===== src/rtl/vr_rr_arbiter.sv =====
// Round-robin arbiter sharing one downstream valid/ready channel among N requesters.
// Grants last at most BURST beats; data is muxed combinationally from the registered grant.
module vr_rr_arbiter #(
    parameter int N     = 4,
    parameter int DATA  = 32,
    parameter int BURST = 4
) (
    input  logic                  clk,
    input  logic                  reset_n,
    input  logic [N-1:0]          s_valid,
    output logic [N-1:0]          s_ready,
    input  logic [N*DATA-1:0]     s_data,
    output logic                  m_valid,
    input  logic                  m_ready,
    output logic [DATA-1:0]       m_data,
    output logic [$clog2(N)-1:0]  m_grant_id,
    output logic                  busy
);

    localparam int GW = $clog2(N);
    localparam int CW = $clog2(BURST + 1);

    typedef enum logic {IDLE, GRANT} state_t;

    state_t        state, state_nxt;
    logic [GW-1:0] grant, grant_nxt;
    logic [GW-1:0] last, last_nxt;
    logic [GW-1:0] sel;
    logic [CW-1:0] cnt, cnt_nxt;
    logic          found;
    logic          owner_valid;
    logic          hs;

    assign owner_valid = s_valid[grant];
    assign hs          = owner_valid & m_ready;

    // Search upward from last+1 with wrap-around so the previous owner goes to the back.
    always_comb begin
        sel   = '0;
        found = 1'b0;
        for (int i = 1; i <= N; i++) begin
            if (!found && s_valid[(int'(last) + i) % N]) begin
                sel   = GW'((int'(last) + i) % N);
                found = 1'b1;
            end
        end
    end

    always_ff @(posedge clk or negedge reset_n) begin
        if (!reset_n) begin
            state <= IDLE;
            grant <= '0;
            last  <= GW'(N - 1);
            cnt   <= '0;
        end else begin
            state <= state_nxt;
            grant <= grant_nxt;
            last  <= last_nxt;
            cnt   <= cnt_nxt;
        end
    end

    always_comb begin
        state_nxt = state;
        grant_nxt = grant;
        last_nxt  = last;
        cnt_nxt   = cnt;
        case (state)
            IDLE: begin
                if (found) begin
                    state_nxt = GRANT;
                    grant_nxt = sel;
                    cnt_nxt   = '0;
                end
            end
            GRANT: begin
                // Release only on the final burst beat or when the owner offers nothing.
                if (hs) begin
                    if (cnt == CW'(BURST - 1)) begin
                        state_nxt = IDLE;
                        last_nxt  = grant;
                    end else begin
                        cnt_nxt = cnt + 1'b1;
                    end
                end else if (!owner_valid) begin
                    state_nxt = IDLE;
                    last_nxt  = grant;
                end
            end
            default: state_nxt = IDLE;
        endcase
    end

    always_comb begin
        m_valid    = 1'b0;
        m_data     = '0;
        s_ready    = '0;
        busy       = 1'b0;
        m_grant_id = grant;
        if (state == GRANT) begin
            busy           = 1'b1;
            m_valid        = owner_valid;
            m_data         = s_data[int'(grant)*DATA +: DATA];
            s_ready[grant] = m_ready;
        end
    end

endmodule


===== config.mk =====
export PLATFORM = sky130hd
export DESIGN_NAME = vr_rr_arbiter
export DESIGN_NICKNAME = d
export VERILOG_FILES = /design/src/rtl/vr_rr_arbiter.sv
export SDC_FILE = /design/constraint.sdc
export NUM_CORES = 1
export LEC_CHECK = 0
export CORE_MARGIN = 2
export CORE_UTILIZATION = 25
export DETAILED_ROUTE_END_ITERATION = 10
export PLACE_DENSITY = 0.78
export SLEW_MARGIN = 5
export SYNTH_ARGS = -nofsm -noshare
export SYNTH_HDL_FRONTEND = slang
export SYNTH_SLANG_ARGS = --single-unit

===== constraint.sdc =====
create_clock -name clk -period 1.7 [get_ports clk]
set_input_delay 0.34 -clock clk [delete_from_list [all_inputs] [get_ports clk]]
set_output_delay 0.34 -clock clk [all_outputs]
set_load 0.02 [all_outputs]

==> metrics <==
FF-to-FF setup slack=-0.09 ns; status=finished with violations; PortBufs=174; Seq/Total Area, Yosys=0.133; #FFs+latches synth=8; clock sink total=8; total global routing overflow=0; mux share of post-synthesis cell area=0.532; average wire per standard cell=17.7 um; GRT Total Usage=0.204; clock tree buffer depth=2; final net count=473; crit-path cells=buf_6, buf_12, mux4_2, and2_4, buf_6; maximum VDD drop=1.18 mV; Hold Buf Count CTS=0; Reg-to-Reg Start=m_grant_id[0]; final non-filler cell total=410; Clock Skews=0.00187 ns; simple-gate share of the synthesized area=0.185; Die Area=6750 um2; register area=206 um2; switch share=0.382; CP peak stage delay=0.51 ns; Arrival @ worst endpoint=1.74 ns; post-DR vias/cell=4.81; Crit Reg-Reg Endpoint=cnt[2]; FILL cells=482; Area Overhead vs Synth=151%; synth warn=0; chip width=82.2 um; Top delay family on crit path=multiplexers; Crit path required time=1.36 ns; final setup margin=-0.381 ns; clock network fraction of design power=0.039; pin count of the biggest net entering global routing=22; std cell rows=28; worst hold path class=in -> async; Post-Place Cells=394; Worst Path Max Fanout=8; Cell Int Power=0.00369 W; Core Region=5920 um2; share of cells above drive strength 1=0.460; Final Hold Viols=0; Inserted Diodes=0; first-pass GRT wire length=10400 um; failing checks=negative setup slack; Worst path slowest cell=mux4_2; starting density of the core=0.258; HPWL Detailed=6050 um; Worst Reg-to-Reg Cells=7; XOR/XNOR Fraction of Synth Area=0; final setup vio count=36; number of I/O pins=175; max_cap viols=0; sequential power share=0.073; CP Launch Type=register; Final Critical Period=2.08 ns; maximum level of the CTS H-tree=1; Max Clock Freq=0.481 GHz; Synth Area in Adders=0.0164; Post-Syn Instances=135; Max Slew Vio Count=0; worst path bufs/invs=3; Crit path top cell by count=buf_6; standby leakage power=1.60 nW; syn_area_per_cell=11.3 um2; DRC errors left=0; unrepaired setup endpoints after global routing=yes; compound-cell area share of the yosys netlist=0.0713; Post-Syn Area=1530 um2; root buffer cell=clkbuf_8; Post-DRT Antenna Nets=0; via count=1973; Final GP Congestion=0.781; commonest non-fill, non-tap cell in the layout=clkdlybuf4s50_1; Total Routed Length=7240 um; initial antenna violation count=0; drt first pass iters=4; Setup CP Type=reg -> out; most frequent cells in the layout=clkdlybuf4s50_1 (130), buf_6 (37), mux4_2 (32), and2_4 (32), buf_4 (26); Synth cell types=32; Worst-path clk slew=0.04 ns; Tcrit/Tclk final=1.22; Clock Latency Late Sink=0.22 ns; CTS Buf Count=3; sw power=0.00228 W; Comb power frac=0.889; worst-margin pin slew=0.343 ns; Crit. End Element=primary output; multi-input logic area=1330 um2; final core utilization=0.646; Syn Nets=272; CTS tree=yes; Power Dens Cells=1560 nW/um2; Die Span Y=82.2 um; vias in the first global route=2075; Iteration-0 DRC Markers=30; largest family of logic cells by synthesized area=multiplexers; Slew headroom=0.771
metal layers:
metal  track usage  part of all wire
met5             0                 0
met4        0.0233            0.0098
met3        0.0424             0.081
met2         0.419              0.57
met1         0.215              0.34
synthesized netlist by cell type:
master / n / share of area
a21oi_1: 3 / 0.0098
o21ai_0: 4 / 0.013
clkinv_1: 1 / 0.0025
buf_6: 1 / 0.0074
mux2_2: 2 / 0.015
or3_1: 1 / 0.0041
o211ai_1: 1 / 0.0049
buf_4: 1 / 0.0049
inv_1: 5 / 0.012
o22ai_1: 1 / 0.0041
nand2_1: 10 / 0.025
nand3_1: 2 / 0.0066
dfrtp_1: 6 / 0.098
nor3b_1: 1 / 0.0049
ha_1: 2 / 0.016
o22a_1: 1 / 0.0057
o21ai_1: 1 / 0.0033
mux4_2: 32 / 0.47
mux2i_2: 1 / 0.0090
mux2i_1: 3 / 0.020
a221o_1: 1 / 0.0066
dfstp_2: 2 / 0.034
inv_2: 1 / 0.0025
mux2_4: 1 / 0.0098
mux2_1: 1 / 0.0074
o41ai_4: 1 / 0.018
buf_2: 7 / 0.023
nor2_1: 3 / 0.0074
and2_1: 32 / 0.13
nor3_1: 2 / 0.0066
a22o_1: 1 / 0.0057
clkbuf_1: 4 / 0.0098
flip-flops by register name, summed over array words and instances (netlist names):
| signal | flops |
|---|---|
| last | 2 |
| cnt | 3 |
| state | 1 |
| m_grant_id | 2 |
area by class of cell:
type                       instances  share of cell area
multi-input combinational        107               0.348
sequential                         8              0.0539
timing repair buffer             209               0.555
tap                               75              0.0245
inverter                           7             0.00686
clock buffer                       4              0.0118
how the worst max path moves through the flow:
stage             startpoint    endpoint  slack (ns)  cells past startpoint
2_1_floorplan  m_grant_id[0]  m_data[18]       -0.10                      4
3_3_place_gp      s_data[96]   m_data[0]       -0.63                      4
3_5_place_dp      s_data[96]   m_data[0]       -0.64                      4
4_1_cts        m_grant_id[0]  m_data[27]       -0.40                      5
5_1_grt        m_grant_id[0]  m_data[27]       -0.45                      5
6_report       m_grant_id[0]  m_data[27]       -0.38                      5
power by group through the flow:
stage               Clock, W  Combinational [W]  Sequential (W)
floorplan                  0            0.00268        0.000417
global placement           0            0.00450        0.000459
detailed placement         0            0.00455        0.000462
CTS                 0.000238            0.00547        0.000438
global route        0.000248            0.00566        0.000450
finish              0.000230            0.00531        0.000436
cell families after synthesis:
logic type      Yosys count
buf+inv                  20
flops                     8
mux                      40
compound gates           14
fa+ha+maj                 2
simple gates             51
metrics by stage:
| stage | setup TNS, ns | worst slack (ns) | cell area (um2) | hold slack, ns | power [W] |
|---|---|---|---|---|---|
| 3_3_place_gp | -19.53 | -0.630 | 3560 | 0.472 | 0.00496 |
| 2_1_floorplan | -1.91 | -0.101 | 1580 | 0.0444 | 0.00310 |
| 3_5_place_dp | -20.25 | -0.635 | 3560 | 0.484 | 0.00501 |
| 5_1_grt | -12.30 | -0.448 | 3830 | 0.428 | 0.00636 |
| 4_1_cts | -11.41 | -0.402 | 3860 | 0.399 | 0.00614 |
| 6_report | -10.17 | -0.381 | 3830 | 0.390 | 0.00597 |
what timing repair did:
action                     4_1_cts  5_1_grt
setup buffers                   10        2
pin swaps                       32        0
setup endpoints to repair       43       41
cloned                           2        0
resized for setup              255        2
(Power assumes the default switching activity.)
==> RTL change: new RTL, same flow settings <==
Reset style: synchronous (`reset_n`), changed in one clocked block.
--- a/src/rtl/vr_rr_arbiter.sv
+++ b/src/rtl/vr_rr_arbiter.sv
@@ -46,7 +46,7 @@
         end
     end
 
-    always_ff @(posedge clk or negedge reset_n) begin
+    always_ff @(posedge clk) begin
         if (!reset_n) begin
             state <= IDLE;
             grant <= '0;
Check against the original RTL: differs if reset_n is asserted again (counterexample within 4 cycles, from zero or initial values and one cycle with reset_n low); with reset_n held inactive, the same outputs for 4 cycles.
==> RTL change against the unedited design <==
Worst hold slack improved by 0.13 ns; global-route usage up 0.76 points; synthesized cell count increased by 3.7%; sequential cell count unchanged; critical path type unchanged; the run still ends with setup timing left; largest cell class unchanged; worst setup slack better by 0.078 ns; cell area up 0.39%; area after synthesis fell by 2.0%; wire length up 0.17%.
Power is left out: it rests on default switching activity, and per cell area and clock period it moved more than threefold.
==> RTL change: results (changes against the unedited design) <==
In the synthesized netlist the dominant register cell turns out to be dfxtp_1. The overall fraction of global-route tracks in use came out at 0.211 (+0.00759). Endpoint of the worst register-to-register path: cnt[0]$_SDFFE_PN0P_. The logs give -0.303 ns (+0.0776 ns) for the final worst-path setup slack and 3 (unchanged) for the CTS buffer count. The average wire per cell in the routed design is 17.9 µm (+1.7%), and the average via count per standard cell is 4.93 (+2.4%). The worst-case clock buffer depth is 2 (unchanged). The count of cells along the worst register-to-register path is 6 (-1).

The flow ran to the end, but the final reports show violations. Number of global-route vias before repair: 2,087 (+0.58%). The logs give 0.23 ns for the clock latency of the later-clocked register in the worst-skew pair and 491 µm (-16%) for the met3 routed wirelength. Largest stage delay on the critical path: 0.50 ns. Register containing the most flip-flops in the final layout: cnt. The post-synth net total was 277 (+1.8%). In this run the worst setup path terminates at m_data[3]. The tools report the data arrival time at the worst-slack endpoint as 1.66 ns (-0.08 ns). The timing startpoint of the critical path is m_grant_id[0]$_SDFFE_PN0P_. The share of flip-flops with an asynchronous set or reset was 0 (-1.00). For the register-to-register setup slack, the log shows -0.14 ns (-0.05 ns). The worst clock skew was 0.00957 ns (+0.00770 ns); the total number of nets in the final design was 467 (-1.3%). The number of flip-flops under the largest register name is 3 (unchanged). Sorting the synthesized cells by area gives the leading types as mux4_2 50%, and2_1 14%, dfxtp_1 11%, nor2_1 2.0%, ha_1 1.7%. The wire length of the first global-routing pass was 10.6 mm (+1.8%). The tools report the number of antenna violations at the first check in global routing as 0 (unchanged).

The proportion of synthesized chip area in sequential cells was 0.107 (-0.0257); the unique cell type count in the Yosys netlist was 34 (+6.3%). The share of cells above drive strength 1 was 0.447 (-0.0129). After clock tree synthesis, the clock-pin slew on the worst setup and hold paths is 0.05 ns. The largest fanout on the critical path was 5 (-3). The deepest level of the CTS H-tree came out at 1 (unchanged). The final reports fail on setup timing.

For this design, the slowest cell found on the critical path is mux4_2. After synthesis, the most frequently instantiated cells are 33 x and2_1, 33 x mux4_2, 8 x dfxtp_1, 8 x nor2_1, 6 x inv_1. The total routed wire length on the met1 layer is 2.65 mm (+7.5%), and the total of buffers placed on input and output ports is 174 (unchanged). The tools report the number of iterations in the first detailed-routing pass as 4 (unchanged). Top routing layer in use: met4. The final worst hold slack came out at 0.515 ns (+0.126 ns). The run gives -0.612 ns (+0.0235 ns) as the setup slack at placement. The root buffer cell is clkbuf_8.

The tools report the number of warnings printed during yosys synthesis as 0 (unchanged). The transition time at the pin with the least slew margin was 0.333 ns (-0.00966 ns). The tools report the detailed placer's ending HPWL as 5.75 mm (-4.9%). In this run the worst hold path is classified as reg -> reg. The logs give 445 (-7.7%) for the total of fill cells in the finished design and 0.791 (+1.2%) for the routability congestion estimate from global placement.

For the detailed-routed wire length on met2, the log shows 3.97 mm (-3.5%). The maximum number of pins on one net before global-route repair is 23 (+4.5%), and the count of antenna diodes in the layout is 0 (unchanged). The final count of negative-setup-slack endpoints is 41 (+14%).

The run gives 35 (+17%) as the detailed router's first-iteration violation count. The cell family with the largest share of critical-path delay was multiplexers.
RTL change: cell count changes after synthesis, moves of 2 or more:
cell,change
dfxtp_1,+8
dfrtp_1,-6
nand2_1,-5
nor2_1,+5
buf_1,+3
buf_2,-3
o21a_1,+3
o21ai_0,-3
and3_1,+2
dfstp_2,-2
RTL change: cell families after synthesis:
logic type,synth area share
buffers and inverters,0.0535
DFF,0.107
muxes,0.525
and+or+nand+nor,0.219
adders and majority gates,0.0167
AOI/OAI and AO/OA,0.0794
RTL change: worst min path at each step:
stage / startpoint / end / cells after the start
global placement: cnt[1]$_SDFFE_PN0P_ / cnt[1]$_SDFFE_PN0P_ / 2
global route: last[0]$_SDFFE_PN1P_ / last[0]$_SDFFE_PN1P_ / 2
floorplan: cnt[1]$_SDFFE_PN0P_ / cnt[1]$_SDFFE_PN0P_ / 2
CTS: cnt[1]$_SDFFE_PN0P_ / cnt[1]$_SDFFE_PN0P_ / 2
finish: cnt[1]$_SDFFE_PN0P_ / cnt[1]$_SDFFE_PN0P_ / 2
detailed placement: cnt[1]$_SDFFE_PN0P_ / cnt[1]$_SDFFE_PN0P_ / 2
RTL change: what timing repair did:
action / in CTS / in global routing
endpoints found under the setup margin: 44 / 44
buffers inserted: 3 / 3
cloned: 2 / 0
pin swaps: 17 / 5
resized for setup: 256 / 28
RTL change: cell type report:
cell class	count	area, µm²	area share
well taps	75	93.8	0.0244
flip-flops and latches	8	166	0.0433
multi-input cells	113	1430	0.371
inverters	6	22.5	0.00586
repair buffers	198	2090	0.543
clock buffers	4	45.0	0.0117
RTL change: per-layer routing:
layer / vias to the layer above / track usage
met1: 967 / 0.241
met5: - / 0
met2: 83 / 0.404
li1: 929 / -
met4: 0 / 0.0576
met3: 12 / 0.0311
RTL change: worst min-delay path, stage by stage, from the launching register on:
cell and delay [ns]:
dfxtp_1 0.32, nand4_1 0.10, o21ai_1 0.06
RTL change: stage by stage:
stage	util	instance area, µm²	cells	setup TNS [ns]
finish	0.657	3840	404	-8.46
global route	0.657	3840	404	-11.05
CTS	0.646	3780	403	-9.83
detailed placement	0.600	3510	394	-21.02
global placement	0.600	3510	394	-20.34
floorplan	-	1560	140	-0.134
